==> config.mk <==
export PLATFORM = sky130hd
export DESIGN_NAME = ef_psram_ahbl_rbuf
export DESIGN_NICKNAME = d
export VERILOG_FILES = /design/src/rtl/ef_psram_ahbl_rbuf.sv
export SDC_FILE = /design/constraint.sdc
export NUM_CORES = 1
export LEC_CHECK = 0
export ABC_AREA = 1
export CELL_PAD_IN_SITES_DETAIL_PLACEMENT = 1
export CELL_PAD_IN_SITES_GLOBAL_PLACEMENT = 1
export CORE_ASPECT_RATIO = 0.5
export CORE_MARGIN = 1
export CORE_UTILIZATION = 35
export CTS_BUF_LIST = sky130_fd_sc_hd__clkbuf_8 sky130_fd_sc_hd__clkbuf_16
export DETAILED_ROUTE_END_ITERATION = 10
export DONT_BUFFER_PORTS = 1
export GPL_TIMING_DRIVEN = 0
export PLACE_DENSITY_LB_ADDON = 0.3
export SLEW_MARGIN = 20
export SYNTH_ARGS = -nofsm -noshare
export SYNTH_HDL_FRONTEND = slang
export SYNTH_SLANG_ARGS = --single-unit
==> constraint.sdc <==
create_clock -name HCLK -period 5 [get_ports HCLK]
set_input_delay 1 -clock HCLK [delete_from_list [all_inputs] [get_ports HCLK]]
set_output_delay 1 -clock HCLK [all_outputs]
set_load 0.005 [all_outputs]
==> src/rtl/ef_psram_ahbl_rbuf.sv <==
`default_nettype none
// ============================================================================
// ef_psram_ahbl_rbuf : AHB-Lite front end for the PSRAM engine, with a direct-mapped read line buffer
// Revision: 1.0
// ============================================================================
module ef_psram_ahbl_rbuf #(
  parameter int ADDR_W     = 24,
  parameter int LINE_WORDS = 4,
  parameter int NUM_LINES  = 4,
  parameter int WS_W       = 4
) (
  input  logic              HCLK,
  input  logic              HRESETn,
  input  logic              HSEL,
  input  logic              HREADY,
  input  logic              HWRITE,
  input  logic [31:0]       HADDR,
  input  logic [1:0]        HTRANS,
  input  logic [2:0]        HSIZE,
  input  logic [31:0]       HWDATA,
  output logic              HREADYOUT,
  output logic [31:0]       HRDATA,
  output logic              mem_start,
  output logic              mem_rd_wr,
  output logic [ADDR_W-1:0] mem_addr,
  output logic [6:0]        mem_size,
  output logic [7:0]        mem_cmd,
  output logic [31:0]       mem_wdata,
  output logic [WS_W-1:0]   mem_wait,
  output logic              mem_qspi,
  output logic              mem_qpi,
  input  logic              mem_rvalid,
  input  logic [31:0]       mem_rdata,
  input  logic              mem_done
);

  localparam int c_OFF_W = $clog2(4 * LINE_WORDS);
  localparam int c_WO_W  = $clog2(LINE_WORDS);
  localparam int c_LN_W  = $clog2(NUM_LINES);
  localparam int c_IDX_W = (c_LN_W > 0) ? c_LN_W : 1;
  localparam int c_TAG_W = ADDR_W - c_OFF_W - c_LN_W;

  localparam logic [ADDR_W-1:0] c_OFF_RDCMD = ADDR_W'(8'h00);
  localparam logic [ADDR_W-1:0] c_OFF_WRCMD = ADDR_W'(8'h04);
  localparam logic [ADDR_W-1:0] c_OFF_WAIT  = ADDR_W'(8'h08);
  localparam logic [ADDR_W-1:0] c_OFF_MODE  = ADDR_W'(8'h0C);
  localparam logic [ADDR_W-1:0] c_OFF_CTRL  = ADDR_W'(8'h10);
  localparam logic [ADDR_W-1:0] c_OFF_STAT  = ADDR_W'(8'h14);

  typedef enum logic [2:0] {
    S_IDLE = 3'd0, S_FILL = 3'd1, S_RDW = 3'd2, S_WR = 3'd3, S_RESP = 3'd4
  } state_t;

  state_t r_state, w_next;

  logic              r_ap_valid, r_ap_write, r_ap_cfg;
  logic [1:0]        r_ap_size;
  logic [ADDR_W-1:0] r_ap_addr;

  logic [7:0]        r_rd_cmd, r_wr_cmd;
  logic [WS_W-1:0]   r_wait;
  logic [1:0]        r_mode;
  logic              r_buf_en;
  logic [15:0]       r_hit_cnt, r_miss_cnt;

  logic [31:0]        r_buf [NUM_LINES*LINE_WORDS];
  logic [c_TAG_W-1:0] r_tag [NUM_LINES];
  logic [NUM_LINES-1:0] r_valid;

  logic [c_IDX_W-1:0] r_fidx;
  logic [c_TAG_W-1:0] r_ftag;
  logic [c_WO_W-1:0]  r_req_woff;
  logic [c_WO_W:0]    r_fill_cnt;
  logic               r_rdw_got;
  logic [31:0]        r_resp_data;

  logic [c_IDX_W-1:0] w_idx;
  logic [c_TAG_W-1:0] w_tag;
  logic [c_WO_W-1:0]  w_woff;
  logic [31:0]        w_hit_word, w_merged, w_wdata_rj, w_cfg_rdata;
  logic [3:0]         w_lanes;
  logic               w_dp_mem, w_line_hit, w_rd_hit, w_go_fill, w_go_rdw, w_go_wr;
  logic               w_cfg_wr, w_stat_wr, w_fill_wr, w_unused;

  generate
    if (c_LN_W > 0) begin : g_idx
      assign w_idx = r_ap_addr[c_OFF_W +: c_IDX_W];
    end else begin : g_idx_single
      assign w_idx = '0;
    end
  endgenerate

  assign w_tag      = r_ap_addr[ADDR_W-1 -: c_TAG_W];
  assign w_woff     = r_ap_addr[2 +: c_WO_W];
  assign w_hit_word = r_buf[{w_idx, w_woff}];
  assign w_line_hit = r_valid[w_idx] && (r_tag[w_idx] == w_tag);
  assign w_dp_mem   = (r_state == S_IDLE) && r_ap_valid && !r_ap_cfg;
  assign w_rd_hit   = w_dp_mem && !r_ap_write && r_buf_en && w_line_hit;
  assign w_go_fill  = w_dp_mem && !r_ap_write && r_buf_en && !w_line_hit;
  assign w_go_rdw   = w_dp_mem && !r_ap_write && !r_buf_en;
  assign w_go_wr    = w_dp_mem && r_ap_write;
  assign w_cfg_wr   = (r_state == S_IDLE) && r_ap_valid && r_ap_cfg && r_ap_write;
  assign w_stat_wr  = w_cfg_wr && (r_ap_addr == c_OFF_STAT);
  assign w_fill_wr  = (r_state == S_FILL) && mem_rvalid && !r_fill_cnt[c_WO_W];
  assign w_unused   = &{1'b0, HADDR[31:ADDR_W+1], HSIZE[2], HTRANS[0]};

  always_comb begin
    w_lanes    = 4'hF;
    w_wdata_rj = HWDATA >> {r_ap_addr[1:0], 3'b000};
    case (r_ap_size)
      2'd0: begin
        w_lanes    = 4'b0001 << r_ap_addr[1:0];
        w_wdata_rj = w_wdata_rj & 32'h0000_00FF;
      end
      2'd1: begin
        w_lanes    = 4'b0011 << r_ap_addr[1:0];
        w_wdata_rj = w_wdata_rj & 32'h0000_FFFF;
      end
      default: ;
    endcase
    for (int i = 0; i < 4; i++)
      w_merged[8*i +: 8] = w_lanes[i] ? HWDATA[8*i +: 8] : w_hit_word[8*i +: 8];
  end

  always_comb begin
    w_cfg_rdata = '0;
    if      (r_ap_addr == c_OFF_RDCMD) w_cfg_rdata = {24'd0, r_rd_cmd};
    else if (r_ap_addr == c_OFF_WRCMD) w_cfg_rdata = {24'd0, r_wr_cmd};
    else if (r_ap_addr == c_OFF_WAIT)  w_cfg_rdata = 32'(r_wait);
    else if (r_ap_addr == c_OFF_MODE)  w_cfg_rdata = {30'd0, r_mode};
    else if (r_ap_addr == c_OFF_CTRL)  w_cfg_rdata = {31'd0, r_buf_en};
    else if (r_ap_addr == c_OFF_STAT)  w_cfg_rdata = {r_miss_cnt, r_hit_cnt};
  end

  always_comb begin
    HRDATA = '0;
    if (r_state == S_RESP)
      HRDATA = mem_rd_wr ? r_resp_data : 32'd0;
    else if ((r_state == S_IDLE) && r_ap_valid && !r_ap_write)
      HRDATA = r_ap_cfg ? w_cfg_rdata : (w_rd_hit ? w_hit_word : 32'd0);
  end

  always_ff @(posedge HCLK or negedge HRESETn) begin
    if (!HRESETn) r_state <= S_IDLE;
    else          r_state <= w_next;
  end

  always_comb begin
    w_next    = r_state;
    HREADYOUT = 1'b0;
    case (r_state)
      S_IDLE: begin
        HREADYOUT = !(w_go_fill || w_go_rdw || w_go_wr);
        if (w_go_fill)     w_next = S_FILL;
        else if (w_go_rdw) w_next = S_RDW;
        else if (w_go_wr)  w_next = S_WR;
      end
      S_FILL, S_RDW, S_WR: if (mem_done) w_next = S_RESP;
      S_RESP: begin
        HREADYOUT = 1'b1;
        w_next    = S_IDLE;
      end
      default: w_next = S_IDLE;
    endcase
  end

  always_ff @(posedge HCLK or negedge HRESETn) begin
    if (!HRESETn) begin
      r_ap_valid <= 1'b0;
      r_ap_write <= 1'b0;
      r_ap_cfg   <= 1'b0;
      r_ap_size  <= '0;
      r_ap_addr  <= '0;
    end else if (HREADY) begin
      r_ap_valid <= HSEL && HTRANS[1];
      r_ap_write <= HWRITE;
      r_ap_cfg   <= HADDR[ADDR_W];
      r_ap_size  <= HSIZE[1:0];
      r_ap_addr  <= HADDR[ADDR_W-1:0];
    end
  end

  // Line data carries no reset: the valid bits alone decide whether it is used.
  always_ff @(posedge HCLK) begin
    if (w_fill_wr)
      r_buf[{r_fidx, r_fill_cnt[c_WO_W-1:0]}] <= mem_rdata;
    else if (w_go_wr && w_line_hit)
      r_buf[{w_idx, w_woff}] <= w_merged;
  end

  always_ff @(posedge HCLK or negedge HRESETn) begin
    if (!HRESETn) begin
      mem_start   <= 1'b0;
      mem_rd_wr   <= 1'b0;
      mem_addr    <= '0;
      mem_size    <= '0;
      mem_cmd     <= '0;
      mem_wdata   <= '0;
      mem_wait    <= '0;
      mem_qspi    <= 1'b0;
      mem_qpi     <= 1'b0;
      r_rd_cmd    <= 8'hEB;
      r_wr_cmd    <= 8'h38;
      r_wait      <= WS_W'(6);
      r_mode      <= '0;
      r_buf_en    <= 1'b1;
      r_hit_cnt   <= '0;
      r_miss_cnt  <= '0;
      r_valid     <= '0;
      for (int i = 0; i < NUM_LINES; i++) r_tag[i] <= '0;
      r_fidx      <= '0;
      r_ftag      <= '0;
      r_req_woff  <= '0;
      r_fill_cnt  <= '0;
      r_rdw_got   <= 1'b0;
      r_resp_data <= '0;
    end else begin
      mem_start <= 1'b0;
      if (w_go_fill || w_go_rdw || w_go_wr) begin
        mem_start  <= 1'b1;
        mem_rd_wr  <= !r_ap_write;
        mem_cmd    <= r_ap_write ? r_wr_cmd : r_rd_cmd;
        mem_wdata  <= w_go_wr ? w_wdata_rj : 32'd0;
        mem_wait   <= r_wait;
        mem_qspi   <= r_mode[0];
        mem_qpi    <= r_mode[1];
        r_fidx     <= w_idx;
        r_ftag     <= w_tag;
        r_req_woff <= w_woff;
        r_fill_cnt <= '0;
        r_rdw_got  <= 1'b0;
        if (w_go_fill) begin
          mem_addr <= {r_ap_addr[ADDR_W-1:c_OFF_W], c_OFF_W'(0)};
          mem_size <= 7'(4 * LINE_WORDS);
        end else if (w_go_rdw) begin
          mem_addr <= {r_ap_addr[ADDR_W-1:2], 2'b00};
          mem_size <= 7'd4;
        end else begin
          mem_addr <= r_ap_addr;
          mem_size <= (r_ap_size == 2'd0) ? 7'd1 : (r_ap_size == 2'd1) ? 7'd2 : 7'd4;
        end
      end

      if (w_fill_wr) begin
        r_fill_cnt <= r_fill_cnt + 1'b1;
        if (r_fill_cnt[c_WO_W-1:0] == r_req_woff) r_resp_data <= mem_rdata;
      end
      if ((r_state == S_RDW) && mem_rvalid && !r_rdw_got) begin
        r_rdw_got   <= 1'b1;
        r_resp_data <= mem_rdata;
      end
      // The bus is stalled for the whole fill, so an invalidate can never overlap one.
      if ((r_state == S_FILL) && mem_done) begin
        r_valid[r_fidx] <= 1'b1;
        r_tag[r_fidx]   <= r_ftag;
      end

      if (w_cfg_wr) begin
        if (r_ap_addr == c_OFF_RDCMD) r_rd_cmd <= HWDATA[7:0];
        if (r_ap_addr == c_OFF_WRCMD) r_wr_cmd <= HWDATA[7:0];
        if (r_ap_addr == c_OFF_WAIT)  r_wait   <= HWDATA[WS_W-1:0];
        if (r_ap_addr == c_OFF_MODE)  r_mode   <= HWDATA[1:0];
        if (r_ap_addr == c_OFF_CTRL) begin
          r_buf_en <= HWDATA[0];
          if (HWDATA[1]) r_valid <= '0;
        end
      end

      if (w_stat_wr) begin
        r_hit_cnt  <= '0;
        r_miss_cnt <= '0;
      end else begin
        if (w_rd_hit && (r_hit_cnt != 16'hFFFF))   r_hit_cnt  <= r_hit_cnt + 1'b1;
        if (w_go_fill && (r_miss_cnt != 16'hFFFF)) r_miss_cnt <= r_miss_cnt + 1'b1;
      end
    end
  end

endmodule
`default_nettype wire

==> impl_results.md <==
* Clock root cell: clkbuf_16
* Commonest non-fill, non-tap cell in the layout: nand2_1
* Multi-input gate area at 0.01056 mm2
* WL per Instance at between 20 and 30 um
* Leakage power total at approximately 0.016 uW
* Synth Area in Compound Gates at 9.907%
* Worst setup SP type: register
* Fillcell total at 10660
* CP Max Fanout at 10
* Power density cells at around 440 mW/mm2
* Ys async rst share at 35.11%
* Setup violators final at 0
* CP required at approximately 4.0 ns
* Detailed-route vias per instance at 5.602
* Count of pins over their slew limit at 0
* Post-Synth XOR/XNOR Area at 0.7171%
* Syn_area_per_cell at 10.25 um2
* Slew at the pin closest to its max-slew limit at 1.127 ns
* Total Wirelength at around 130 mm
* Slowest stage delay, CP at 0.72 ns
* Worst slew margin at 24.35%
* Detail Placement HPWL at 94.84 mm
* Antenna Violating Nets Remaining at 0
* Worst path buffer plus inverter count at 4
* Worst-Skew Late Latency at 0.70 ns
* Total number of vias at roughly 27000
* TritonCTS clock tree: built
* Final Hold Vio Count at 0
* GPL Wtd Cong at 0.9434
* Reg clk slew, reported paths at roughly 0.06 ns
* Total global routing track utilization at between 20% and 30%
* EDFF count, synth at 512
* Synth warn at 0
* FF+latch area at 0.02232 mm2
* CP max-delay cell: clkbuf_1
* Largest net degree at the start of global routing at 278
* Sequential area share after synthesis at 65.27%
* I/O pins at 220
* CP Capture Type: output pin
* Crit path DAT at approximately 3.9 ns
* #FFs+latches synth at 789
* Core footprint at between 0.09 and 0.1 mm2
* DP Area at 0.03676 mm2
* Tmin final at 4.897 ns
* Crit-path most repeated cell: nand2_1
* DRT iter0 DRCs at 2595
* Synth Flop Type: edfxtp_1
* Pre-antenna DRT Iters at 5
* Initial Utilization at a little over a third
* Final worst slack at approximately 0.1 ns
* Mux cell area share after synthesis at 0.9293%
* Clock buffer count from CTS at 77
* RR Endpoint: r_buf[15][18]
* Max-cap violations at 0
* # H-tree levels at 3
* First-pass GRT wire length at 190.6 mm
* Layout cells sized above 1 at 9.296%
* R2r worst-path depth at 17
* Chip height at 223.0 um
* Status: complete, no violations
* Final period utilization at 97.95%
* VDD IR max at ~0.22 mV
* Hold_ws at just over 0.06 ns
* Clk_skew at 0.03833 ns
* Fmax at 204.2 MHz
* Synth Cell Area at 0.03420 mm2
* Total gr overflow at 0
* P&R area growth vs syn at 15.83%
* Most frequent cells in the layout: 1075 x nand2_1, 512 x edfxtp_1, 265 x dfrtp_1
* Final core occ at 41.22%
* Yosys cell types at 42
* Final instance area at just under 0.04 mm2
* Final nets at around 3600
* CP top delay family: buffers and inverters
* RSZ-0062 raised after global routing: yes
* CTS sink count at just under 800
* Placement Rows at 80
* Initial antenna violation count at 5
* Cell Chain, Critical Path: inv_1 > nand2_1 > inv_1 > clkbuf_1 > clkbuf_1 > nand2_1 > nand4_1 > o211ai_1 > nand3_1 > nand3_1 > nand2_1 > nand2_1 > nand2_1
* Clock Tree Buf Depth at 3
* Hold crit path type: in -> async
* Number of global-route vias before repair at 27280
* Adder-Cell Fraction of Synth Area at less than 1%
* Worst reg2reg setup slack at 0.23 ns
* Main combinational cell family by area after synthesis: simple AND/OR/NAND/NOR gates
* Reg2reg start: r_ap_addr[4]
* Die W at approximately 440 um
* CP Class: reg -> out
* DRC Markers at 0
* IO buf count at 0
* Post-Synth Simple-Gate Area at between 15 and 20%
* Setup Slack @ Placement at -0.2455 ns
* Mapped Cells at ~3300
* Die area at about 0.1 mm2
[worst max path at each step]
stage / from / to / slack, ns / cells past startpoint
final: r_ap_addr[2] / HRDATA[31] / 0.10 / 13
after global routing: r_ap_addr[2] / HRDATA[31] / -0.04 / 13
after CTS: r_ap_addr[3] / HRDATA[15] / 0.003 / 12
after detailed placement: r_ap_addr[4] / HRDATA[15] / -0.25 / 11
after global placement: r_ap_addr[5] / r_buf[4][25] / -2.38 / 13
after floorplan: r_ap_addr[4] / r_buf[10][0] / 1.11 / 16
[synthesized netlist by cell type, types with 2 or more instances]
| library cell | n | share of area, % |
|---|---|---|
| o211ai_1 | 32 | 0.70 |
| nor3_2 | 2 | 0.059 |
| clkinv_1 | 4 | 0.044 |
| ha_1 | 3 | 0.11 |
| or2_2 | 2 | 0.037 |
| nand2_1 | 1075 | 12 |
| dfrtp_1 | 265 | 19 |
| a22oi_1 | 164 | 3.6 |
| o21ai_1 | 31 | 0.45 |
| dfstp_2 | 12 | 0.92 |
| nor2_4 | 2 | 0.066 |
| xor2_1 | 24 | 0.61 |
| o21ai_0 | 270 | 4.0 |
| mux2i_1 | 16 | 0.47 |
| buf_2 | 22 | 0.32 |
| o31ai_1 | 2 | 0.044 |
| a21oi_1 | 37 | 0.54 |
| and3_1 | 2 | 0.037 |
| inv_2 | 4 | 0.044 |
| nand2_2 | 4 | 0.073 |
| edfxtp_1 | 512 | 45 |
| xnor2_1 | 4 | 0.10 |
| mux2_2 | 14 | 0.46 |
| inv_1 | 195 | 2.1 |
| a31oi_1 | 5 | 0.091 |
| nand4_1 | 67 | 1.2 |
| nor3_1 | 37 | 0.54 |
| buf_1 | 17 | 0.19 |
| buf_6 | 6 | 0.20 |
| a211oi_1 | 2 | 0.044 |
| a21o_1 | 2 | 0.044 |
| o221ai_1 | 8 | 0.20 |
| a41oi_1 | 8 | 0.20 |
| nor4_1 | 5 | 0.091 |
| buf_4 | 6 | 0.13 |
| clkbuf_1 | 131 | 1.4 |
| nand3_1 | 227 | 3.3 |
| nor2_1 | 115 | 1.3 |
[power breakdown]
part	switching, uW	total (uW)	leakage [uW]	internal, uW
clock	2700	5930	0.00130	3220
sequential	621	8420	0.00804	7790
combinational	2260	3190	0.00653	934
total	5580	17500	0.0159	12000
[registers in the layout, indices dropped and copies added (netlist names), 2 cells and up]
| signal | cells |
|---|---|
| r_state | 3 |
| r_resp_data | 32 |
| mem_size | 4 |
| r_req_woff | 2 |
| r_ap_addr | 24 |
| r_tag | 72 |
| r_buf | 512 |
| r_valid | 4 |
| r_wait | 4 |
| r_miss_cnt | 16 |
| r_ap_size | 2 |
| r_mode | 2 |
| mem_wait | 4 |
| r_rd_cmd | 8 |
| r_wr_cmd | 8 |
| r_fill_cnt | 3 |
| mem_wdata | 32 |
| r_hit_cnt | 16 |
| mem_cmd | 8 |
| mem_addr | 24 |
[routing by layer]
metal  up-vias  GRT usage [%]  share of wire (%)
met1     13780          35.23                 42
li1      11840              -                  -
met5         -              0                  0
met3       265          5.286                7.7
met4         0          10.60                4.5
met2      1097          42.23                 46
[cell families (layout without fill, tap and decap cells)]
family,Yosys count,in the layout
buffers and inverters,385,584
xor gates and xnor gates,28,28
AOI/OAI and AO/OA,562,562
adders and majority gates,3,3
DFF,789,789
and+or+nand+nor,1540,1540
muxes,30,30
other,1,8
[cell type report]
cell class	instances	share of cell area (%)
flip-flops and latches	789	56.35
multi-input cells	2166	26.65
clock buffers	82	5.038
well taps	1271	4.015
repair buffers	61	2.524
plain buffers	182	2.173
inverters	203	1.924
clock inverters	56	1.295
diodes	5	0.03159
[stage by stage]
| step | cells | total power (uW) | TNS, ns |
|---|---|---|---|
| 2_1_floorplan | 3340 | 10260 | 0 |
| 3_3_place_gp | 4611 | 11420 | -1142.77 |
| 3_5_place_dp | 4654 | 11640 | -5.431 |
| 4_1_cts | 4792 | 17560 | 0 |
| 5_1_grt | 4813 | 18260 | -0.08140 |
| 6_report | 4815 | 17530 | 0 |
[timing repair]
action | CTS | global route
setup endpoints to repair | 104 | 159
endpoints found under the hold margin | 197 | 96
gates resized for setup | 42 | 45
pin swaps | 0 | 7
setup buffers | 0 | 15
Note: power is estimated with default switching activity, not from simulation.
